==> config.mk <==
export PLATFORM = sky130hd
export DESIGN_NAME = seq_calc
export DESIGN_NICKNAME = d
export VERILOG_FILES = /design/src/rtl/seq_calc_pkg.sv /design/src/rtl/seq_div.sv /design/src/rtl/seq_calc.sv
export SDC_FILE = /design/constraint.sdc
export NUM_CORES = 1
export LEC_CHECK = 0
export BUFFER_PORTS_ARGS = -buffer_cell sky130_fd_sc_hd__buf_4
export CORE_UTILIZATION = 42
export DETAILED_ROUTE_END_ITERATION = 7
export HOLD_SLACK_MARGIN = 0.08
export PLACE_DENSITY_LB_ADDON = 0.15
export SLEW_MARGIN = 20
export SYNTH_ARGS = -nofsm -noshare
export SYNTH_HDL_FRONTEND = slang
export SYNTH_HIERARCHICAL = 1
export SYNTH_SLANG_ARGS = --single-unit
export TNS_END_PERCENT = 50
==> constraint.sdc <==
create_clock -name clk -period 4.35 [get_ports clk]
set_input_delay 0.87 -clock clk [delete_from_list [all_inputs] [get_ports clk]]
set_output_delay 0.87 -clock clk [all_outputs]
set_load 0.01 [all_outputs]
==> src/rtl/seq_calc_pkg.sv <==
// seq_calc_pkg: shared opcode and FSM state types for the sequential calculator.
package seq_calc_pkg;

  typedef enum logic [1:0] {
    OP_ADD = 2'd0,
    OP_SUB = 2'd1,
    OP_MUL = 2'd2,
    OP_DIV = 2'd3
  } op_e;

  typedef enum logic [1:0] {
    IDLE     = 2'd0,
    EXEC     = 2'd1,
    DIV_ITER = 2'd2,
    DONE     = 2'd3
  } state_e;

  // Only a division by a non-zero divisor needs the iterative divider;
  // everything else (including divide-by-zero) resolves in one EXEC cycle.
  function automatic logic needs_iter(input op_e op, input logic divisor_nonzero);
    return (op == OP_DIV) && divisor_nonzero;
  endfunction

endpackage

==> src/rtl/seq_div.sv <==
// seq_div: iterative restoring divider, one quotient bit per cycle, MSB first.
// start loads the operands; WIDTH iterations follow. done is asserted during
// the final iteration cycle, and quotient/remainder present that iteration's
// outcome so the parent can capture the answer on the same edge.
module seq_div
  import seq_calc_pkg::*;
#(
  parameter int WIDTH = 8
) (
  input  logic             clk,
  input  logic             resetn,
  input  logic             start,
  input  logic [WIDTH-1:0] dividend,
  input  logic [WIDTH-1:0] divisor,
  output logic             done,
  output logic [WIDTH-1:0] quotient,
  output logic [WIDTH-1:0] remainder
);

  localparam int CW = $clog2(WIDTH + 1);

  logic [WIDTH-1:0] quot_reg;
  logic [WIDTH-1:0] part_rem_reg;
  logic [WIDTH-1:0] divisor_reg;
  logic [CW-1:0]    count_reg;
  logic             active_reg;

  logic [WIDTH:0]   rem_shift;
  logic [WIDTH:0]   trial;
  logic             fits;
  logic [WIDTH-1:0] quot_step;
  logic [WIDTH-1:0] rem_step;

  // One restoring step: shift in the next dividend bit, try the subtraction,
  // keep it only if it did not borrow.
  always_comb begin
    rem_shift = {part_rem_reg, quot_reg[WIDTH-1]};
    trial     = rem_shift - {1'b0, divisor_reg};
    fits      = ~trial[WIDTH];
    quot_step = {quot_reg[WIDTH-2:0], fits};
    rem_step  = fits ? trial[WIDTH-1:0] : rem_shift[WIDTH-1:0];
  end

  assign done      = active_reg && (count_reg == CW'(1));
  assign quotient  = quot_step;
  assign remainder = rem_step;

  // Operand load on start, then one step per cycle until the count runs out.
  always_ff @(posedge clk) begin
    if (!resetn) begin
      quot_reg     <= '0;
      part_rem_reg <= '0;
      divisor_reg  <= '0;
      count_reg    <= '0;
      active_reg   <= 1'b0;
    end else if (start) begin
      quot_reg     <= dividend;
      part_rem_reg <= '0;
      divisor_reg  <= divisor;
      count_reg    <= CW'(WIDTH);
      active_reg   <= 1'b1;
    end else if (active_reg) begin
      quot_reg     <= quot_step;
      part_rem_reg <= rem_step;
      count_reg    <= count_reg - CW'(1);
      if (count_reg == CW'(1)) begin
        active_reg <= 1'b0;
      end
    end
  end

endmodule

==> src/rtl/seq_calc.sv <==
// seq_calc: sequential ADD/SUB/MUL/DIV calculator with start/busy/done handshake.
// Optional feature macro SEQ_CALC_REM_EN adds the registered DIV remainder
// output port rem.
module seq_calc
  import seq_calc_pkg::*;
#(
  parameter int WIDTH = 8
) (
  input  logic             clk,
  input  logic             resetn,
  input  logic             start,
  input  logic [1:0]       op,
  input  logic [WIDTH-1:0] a,
  input  logic [WIDTH-1:0] b,
  output logic             busy,
  output logic             done,
  output logic [WIDTH-1:0] result,
  output logic             ovf,
  output logic             dbz
`ifdef SEQ_CALC_REM_EN
  ,
  output logic [WIDTH-1:0] rem
`endif
);

  state_e state_reg, state_next;

  op_e              op_reg;
  logic [WIDTH-1:0] a_reg;
  logic [WIDTH-1:0] b_reg;

  logic [WIDTH-1:0] result_reg;
  logic             ovf_reg;
  logic             dbz_reg;

  logic             accept;
  logic             iter_needed;
  logic             div_start;
  logic             div_done;
  logic [WIDTH-1:0] div_quotient;

  logic [WIDTH:0]     sum;
  logic [WIDTH:0]     difference;
  logic [2*WIDTH-1:0] product;
  logic [WIDTH-1:0]   alu_result;
  logic               alu_ovf;
  logic               alu_dbz;

  assign accept      = (state_reg == IDLE) && start;
  assign iter_needed = needs_iter(op_reg, |b_reg);
  assign div_start   = (state_reg == EXEC) && iter_needed;

  // State register.
  always_ff @(posedge clk) begin
    if (!resetn) begin
      state_reg <= IDLE;
    end else begin
      state_reg <= state_next;
    end
  end

  // Next-state logic.
  always_comb begin
    state_next = state_reg;
    case (state_reg)
      IDLE:     if (start) state_next = EXEC;
      EXEC:     state_next = iter_needed ? DIV_ITER : DONE;
      DIV_ITER: if (div_done) state_next = DONE;
      DONE:     state_next = IDLE;
      default:  state_next = IDLE;
    endcase
  end

  // Capture the operation at the accept edge so later input changes are ignored.
  always_ff @(posedge clk) begin
    if (!resetn) begin
      op_reg <= OP_ADD;
      a_reg  <= '0;
      b_reg  <= '0;
    end else if (accept) begin
      op_reg <= op_e'(op);
      a_reg  <= a;
      b_reg  <= b;
    end
  end

  // Single-cycle ADD/SUB/MUL and the divide-by-zero shortcut, all modulo 2^WIDTH.
  always_comb begin
    sum        = {1'b0, a_reg} + {1'b0, b_reg};
    difference = {1'b0, a_reg} - {1'b0, b_reg};
    product    = {{WIDTH{1'b0}}, a_reg} * {{WIDTH{1'b0}}, b_reg};
    alu_result = '0;
    alu_ovf    = 1'b0;
    alu_dbz    = 1'b0;
    case (op_reg)
      OP_ADD: begin
        alu_result = sum[WIDTH-1:0];
        alu_ovf    = sum[WIDTH];
      end
      OP_SUB: begin
        alu_result = difference[WIDTH-1:0];
        alu_ovf    = difference[WIDTH];
      end
      OP_MUL: begin
        alu_result = product[WIDTH-1:0];
        alu_ovf    = |product[2*WIDTH-1:WIDTH];
      end
      OP_DIV: begin
        alu_result = '1;
        alu_dbz    = 1'b1;
      end
      default: begin
        alu_result = '0;
      end
    endcase
  end

`ifdef SEQ_CALC_REM_EN
  logic [WIDTH-1:0] div_remainder;
`else
  logic [WIDTH-1:0] div_remainder_unused;
`endif

  seq_div #(
    .WIDTH(WIDTH)
  ) u_div (
    .clk       (clk),
    .resetn    (resetn),
    .start     (div_start),
    .dividend  (a_reg),
    .divisor   (b_reg),
    .done      (div_done),
    .quotient  (div_quotient),
`ifdef SEQ_CALC_REM_EN
    .remainder (div_remainder)
`else
    .remainder (div_remainder_unused)
`endif
  );

  // Result registers: loaded from the inline ALU in EXEC or from the divider's final step.
  always_ff @(posedge clk) begin
    if (!resetn) begin
      result_reg <= '0;
      ovf_reg    <= 1'b0;
      dbz_reg    <= 1'b0;
    end else if ((state_reg == EXEC) && !iter_needed) begin
      result_reg <= alu_result;
      ovf_reg    <= alu_ovf;
      dbz_reg    <= alu_dbz;
    end else if ((state_reg == DIV_ITER) && div_done) begin
      result_reg <= div_quotient;
      ovf_reg    <= 1'b0;
      dbz_reg    <= 1'b0;
    end
  end

`ifdef SEQ_CALC_REM_EN
  logic [WIDTH-1:0] rem_reg;

  // Remainder register, updated alongside result; zero for non-DIV operations.
  always_ff @(posedge clk) begin
    if (!resetn) begin
      rem_reg <= '0;
    end else if ((state_reg == EXEC) && !iter_needed) begin
      rem_reg <= (op_reg == OP_DIV) ? a_reg : '0;
    end else if ((state_reg == DIV_ITER) && div_done) begin
      rem_reg <= div_remainder;
    end
  end

  assign rem = rem_reg;
`endif

  assign busy   = (state_reg != IDLE);
  assign done   = (state_reg == DONE);
  assign result = result_reg;
  assign ovf    = ovf_reg;
  assign dbz    = dbz_reg;

endmodule

==> run metrics, run 1 <==
status=finished, violations left; failing checks=setup timing; Gate power share=41.6%; final RePlAce weighted congestion=0.929; die area=0.0146 mm2; Placed Area=0.00654 mm2; initial antenna violation count=0; RSZ-0062 raised after global routing=true; Reg power frac=27.9%; CP max stage delay=0.54 ns; DRT antenna net count=0; cell family with most CP delay=adder cells; Mapped Area=0.00594 mm2; Post-Place Worst Slack=-0.0257 ns; max-cap violations=0; Sw Pwr=0.000930 W; CP max-delay cell=fa_1; DRT Pass-1 Iters=7; CP required=4.57 ns; Startpoint Class=flip-flop; Initial DRC Count=315; Crit. End Element=flip-flop; final setup vio count=1; total clock sinks=59; Non-Filler Instances=968; FMAX=229 MHz; first-pass GRT wire length=25.1 mm; drt via density=5.38; DRC=0; YS warnings=6; total congestion overflow=0; ant diodes=0; final setup margin=-0.0115 ns; HPWL after DPL=12.4 mm; Lkg Pwr=3.20 nW; Hold Startpoint=result[1]; sw frac=37.4%; Chip Width=121 um; clk buf depth=2; most frequent CP cell=fa_1; crit path DAT=4.58 ns; worst-margin pin slew=1.05 ns; CP Max Fanout=6; Post-Syn Instances=729; Critical R2R Launch=b_reg[4]; clock-pin slew on the worst setup and hold paths=0.05 ns; number of port buffers=32; share of cells above drive strength 1=16.8%; period utilisation layout=100%; via count=5207; vias in the first global route=5103; Worst Setup SP=b_reg[4]; GRT Util Overall=22.1%; Int Power=0.00155 W; Die Ht=121 um; design area=0.00700 mm2; # H-tree levels=3; CP bufs+invs=4; Fin Setup TNS=-0.0115 ns; Skew-Pair Late Insertion Delay=0.34 ns; endpoints failing hold=0; Period minus WS final=4.36 ns; syn nets=856; routed len/inst=16.2 um; Avg Cell Area, Syn=8.15 um2; Slew Viols, Final=0; Num CTS Buffers=9; WS Path Type=flip-flop to flip-flop; Max-slew headroom=29.6%; Critical Path, Cell by Cell=buf_4 > inv_1 > nor2_2 > fa_1 > inv_1 > fa_1 > fa_1 > fa_1 > inv_1 > ha_1 > a211o_1 > a21oi_1 > o21ai_1 > o21ai_0 > o31ai_1 > nor4_2 > a21oi_1; peak supply drop=210 uV; # nets final=910; HP Class=flip-flop to flip-flop; Core Rows=43; drt total wl=15.7 mm; pwr/cell area=355 mW/mm2; Clock Root Buffer=clkbuf_16; Layout area overhead=17.9%; IO Count=33; Cells after DPL=948; power share of the clock group=30.5%; Initial Util=42.9%; core area=0.0138 mm2; CTS tree=done; largest net degree at the start of global routing=30; Worst Skew=0.00947 ns
-- cell usage in the layout (no fill, tap or decap), types with 11 or more instances in the layout --
master	count
nand3_1	16
nor2b_1	13
dfxtp_1	48
and2_1	29
a21oi_1	50
nor2_1	42
inv_1	94
xnor2_1	11
o21ai_0	22
mux2i_1	20
buf_4	73
nand2_1	93
ha_1	61
fa_1	38
-- layer usage --
layer,routed length [um],share of wire (%),global-route usage (%),vias to the layer above
li1,-,-,-,2569
met1,7300,46,28.7,2509
met2,7610,48,37.4,111
met3,528,3.4,3.43,18
met4,257,1.6,7.41,0
met5,0,0,0,-
-- timing repair --
action                                 in CTS  in global routing
setup endpoints to repair                   1                  1
endpoints found under the hold margin       0                  0
pin swaps                                   0                 19
hold buffers                                0                  0
setup buffers                               0                  4
gates resized for setup                     1                 34
-- final cells by class --
| class | instances | area, um2 |
|---|---|---|
| fill | 1319 | 6830 |
| timing repair buffer | 77 | 593 |
| multi-input combinational | 539 | 4310 |
| inverter | 97 | 364 |
| clock inverter | 5 | 77.6 |
| clock buffer | 11 | 233 |
| tap | 180 | 225 |
| sequential | 59 | 1200 |
-- tightest hold or removal path, cell delays in order (launching register included) --
cell	delay (ns)
dfxtp_1	0.31
nand2_1	0.05
a311oi_1	0.07
-- path summary, 6_finish.rpt --
check | to | slack (ns) | depth (start not counted)
setup / recovery | ovf | -0.01 | 17
hold / removal | result[1] | 0.49 | 2
setup reg to reg | ovf | -0.01 | 17
hold reg to reg | result[1] | 0.49 | 2
-- power by group through the flow --
stage                     combinational [W]  sequential (W)  clock (W)
after floorplan                    0.000659        0.000689          0
after global placement             0.000984        0.000694          0
after detailed placement           0.000999        0.000699          0
after CTS                           0.00101        0.000687   0.000774
after global routing                0.00115        0.000702   0.000796
final                               0.00103        0.000693   0.000757
-- through the flow --
stage	hold slack, ns	total power, W	utilization, %
final	0.489	0.00248	50.6
after global routing	0.524	0.00265	50.6
after CTS	0.494	0.00247	49.6
after detailed placement	0.484	0.00170	47.3
after global placement	0.480	0.00168	47.3
after floorplan	0.458	0.00135	-
(Power assumes the default switching activity.)
==> inputs of run 2 (changes only) <==
--- a/config.mk
+++ b/config.mk
@@ -6,10 +6,14 @@
 export NUM_CORES = 1
 export LEC_CHECK = 0
 export BUFFER_PORTS_ARGS = -buffer_cell sky130_fd_sc_hd__buf_4
+export CELL_PAD_IN_SITES_DETAIL_PLACEMENT = 0
+export CELL_PAD_IN_SITES_GLOBAL_PLACEMENT = 1
 export CORE_UTILIZATION = 42
+export CTS_CLUSTER_SIZE = 14
 export DETAILED_ROUTE_END_ITERATION = 7
 export HOLD_SLACK_MARGIN = 0.08
 export PLACE_DENSITY_LB_ADDON = 0.15
+export REMOVE_ABC_BUFFERS = 1
 export SLEW_MARGIN = 20
 export SYNTH_ARGS = -nofsm -noshare
 export SYNTH_HDL_FRONTEND = slang
==> run 2 against run 1 <==
Effect of this change: the run now ends clean; core utilization up 1.0 points; wire length about the same; clock power down 2%; cell area up 2.1%; final cell count up 1.0%; clock skew down 0.0034 ns; register-to-register slack better by 0.16 ns.
==> run metrics, run 2 (same netlist as run 1, synthesis figures left out) <==
most common cell after layout, fill and taps aside=nand2_1 (was inv_1); Multi-input gate area=0.00436 mm2 (was 0.00431 mm2); Period minus WS final=4.20 ns (was 4.36 ns); first-pass GRT wire length=25.4 mm (was 25.1 mm); Clock Root Buffer=clkbuf_16 (unchanged); peak supply drop=215 uV (was 210 uV); # H-tree levels=3 (unchanged); # nets final=921 (was 910); Initial Util=42.9% (unchanged); Hold Startpoint=result[1] (unchanged); core area=0.0138 mm2 (unchanged); initial antenna violation count=0 (unchanged); largest net degree at the start of global routing=30 (unchanged); hold slack=0.492 ns (was 0.489 ns); crit path DAT=4.41 ns (was 4.58 ns); r2r endpoint=ovf (unchanged); DRC=0 (unchanged); CTS tree=done (unchanged); clk buf depth=2 (unchanged); Core Rows=43 (unchanged); Startpoint Class=flip-flop (unchanged); cell family with most CP delay=adder cells (unchanged); clock-pin slew on the worst setup and hold paths=0.05 ns (about the same); Initial DRC Count=286 (was 315); Layout area overhead=20.3% (was 17.9%); number of port buffers=32 (unchanged); via count=5180 (was 5207); IO Count=33 (unchanged); Non-Filler Instances=978 (was 968); DRT Pass-1 Iters=5 (was 7); CP Max Fanout=5 (was 6); Die Ht=121 um (unchanged); Top Metal Used=met4 (unchanged); Final Power=0.00249 W (was 0.00248 W); total congestion overflow=0 (unchanged); CP max-delay cell=fa_1 (unchanged); CP max stage delay=0.54 ns (about the same); drt via density=5.30 (was 5.38); Critical R2R Launch=b_reg[3] (was b_reg[4]); fillcell total=1340 (was 1319); design area=0.00714 mm2 (was 0.00700 mm2); Endpoint, Worst Hold=result[1] (unchanged); Slew Viols, Final=0 (unchanged); M1 wire length=7.77 mm (was 7.30 mm); worst reg2reg setup slack=0.15 ns (was -0.01 ns); worst reg2reg path depth=16 (was 17); Critical Path Stages=16 (was 17); final setup vio count=0 (was 1); Chip Width=121 um (unchanged); DRT antenna net count=0 (unchanged); max-cap violations=0 (unchanged); status=finished, final reports clean (was finished, violations left); period utilisation layout=96.6% (was 100%); worst-margin pin slew=0.946 ns (was 1.05 ns); most frequent CP cell=fa_1 (unchanged); CP required=4.56 ns (was 4.57 ns); routed len/inst=16.1 um (was 16.2 um); Cells after DPL=958 (was 948); Num CTS Buffers=9 (unchanged); ant diodes=0 (unchanged); Skew-Pair Late Insertion Delay=0.33 ns (was 0.34 ns); pwr/cell area=349 mW/mm2 (was 355 mW/mm2); Lkg Pwr=3.24 nW (was 3.20 nW); sequential cell area=0.00121 mm2 (was 0.00120 mm2); HPWL after DPL=12.4 mm (about the same); Worst Skew=0.00609 ns (was 0.00947 ns); GRT Util Overall=22.5% (was 22.1%); final RePlAce weighted congestion=0.894 (was 0.929); endpoints failing hold=0 (unchanged); Critical Path, Cell by Cell=buf_4 > and2_1 > fa_2 > inv_2 > fa_1 > fa_1 > fa_1 > inv_1 > ha_2 > o21ai_0 > nor2_1 > or4_4 > a31oi_4 > mux2i_1 > nor4_2 > a21oi_1 (was buf_4 > inv_1 > nor2_2 > fa_1 > inv_1 > fa_1 > fa_1 > fa_1 > inv_1 > ha_1 > a211o_1 > a21oi_1 > o21ai_1 > o21ai_0 > o31ai_1 > nor4_2 > a21oi_1); HP Class=flip-flop to flip-flop (unchanged); Placed Area=0.00662 mm2 (was 0.00654 mm2); FMAX=238 MHz (was 229 MHz); most frequent cells in the layout=94 x nand2_1, 92 x inv_1, 85 x buf_4 (was 94 x inv_1, 93 x nand2_1, 73 x buf_4); CP bufs+invs=3 (was 4); routed length on met2=7.25 mm (was 7.61 mm); share of cells above drive strength 1=19.2% (was 16.8%); Crit. End Element=flip-flop (unchanged); vias in the first global route=5007 (was 5103); die area=0.0146 mm2 (unchanged); total clock sinks=59 (unchanged); Min-Delay Path Depth=2 (unchanged); drt total wl=15.7 mm (about the same); WL met3=558 um (was 528 um); WS Path Type=flip-flop to flip-flop (unchanged); Max-slew headroom=36.8% (was 29.6%)
run 2: area by class of cell:
type | instances | share of cell area [%]
Clock inverter | 1 | 0.420
Timing Repair Buffer | 88 | 9.41
Clock buffer | 14 | 3.98
Sequential cell | 59 | 17.0
Multi-Input combinational cell | 539 | 61.0
Inverter | 97 | 5.10
Tap cell | 180 | 3.15
run 2: what timing repair did:
item,in CTS,in global routing
gates resized for setup,26,24
setup buffers,2,3
cloned,0,0
hold buffers,0,0
pin swaps,16,13
setup endpoints to repair,1,1
run 2: how the worst max path moves through the flow:
stage | start | end
3_5_place_dp | b_reg[7] | ovf
4_1_cts | b_reg[3] | ovf
5_1_grt | b_reg[3] | ovf
6_report | b_reg[3] | ovf
3_3_place_gp | b_reg[7] | ovf
2_1_floorplan | b_reg[3] | ovf
run 2: power breakdown:
group	switching (W)	internal [W]
Sequential	0.0000765	0.000614
Combinational	0.000603	0.000460
Clock	0.000238	0.000502
Total	0.000917	0.00158
run 2: worst min-delay path: stages (launching register included):
cell and delay [ns]:
dfxtp_1 0.30, nand2_1 0.06, a311oi_1 0.08
run 2: metrics by stage:
stage,setup WS (ns),TNS (ns),util [%]
floorplan,0.0912,0,-
global placement,-0.0619,-0.0619,47.9
detailed placement,-0.0703,-0.0703,47.9
CTS,0.00623,0,50.8
global route,-0.00119,-0.00119,51.7
finish,0.150,0,51.7
run 2: per-layer routing:
metal  vias to the layer above  track usage [%]
li1                       2591                -
met1                      2467             31.6
met2                       112             36.4
met3                        10             3.52
met4                         0             4.48
met5                         -                0
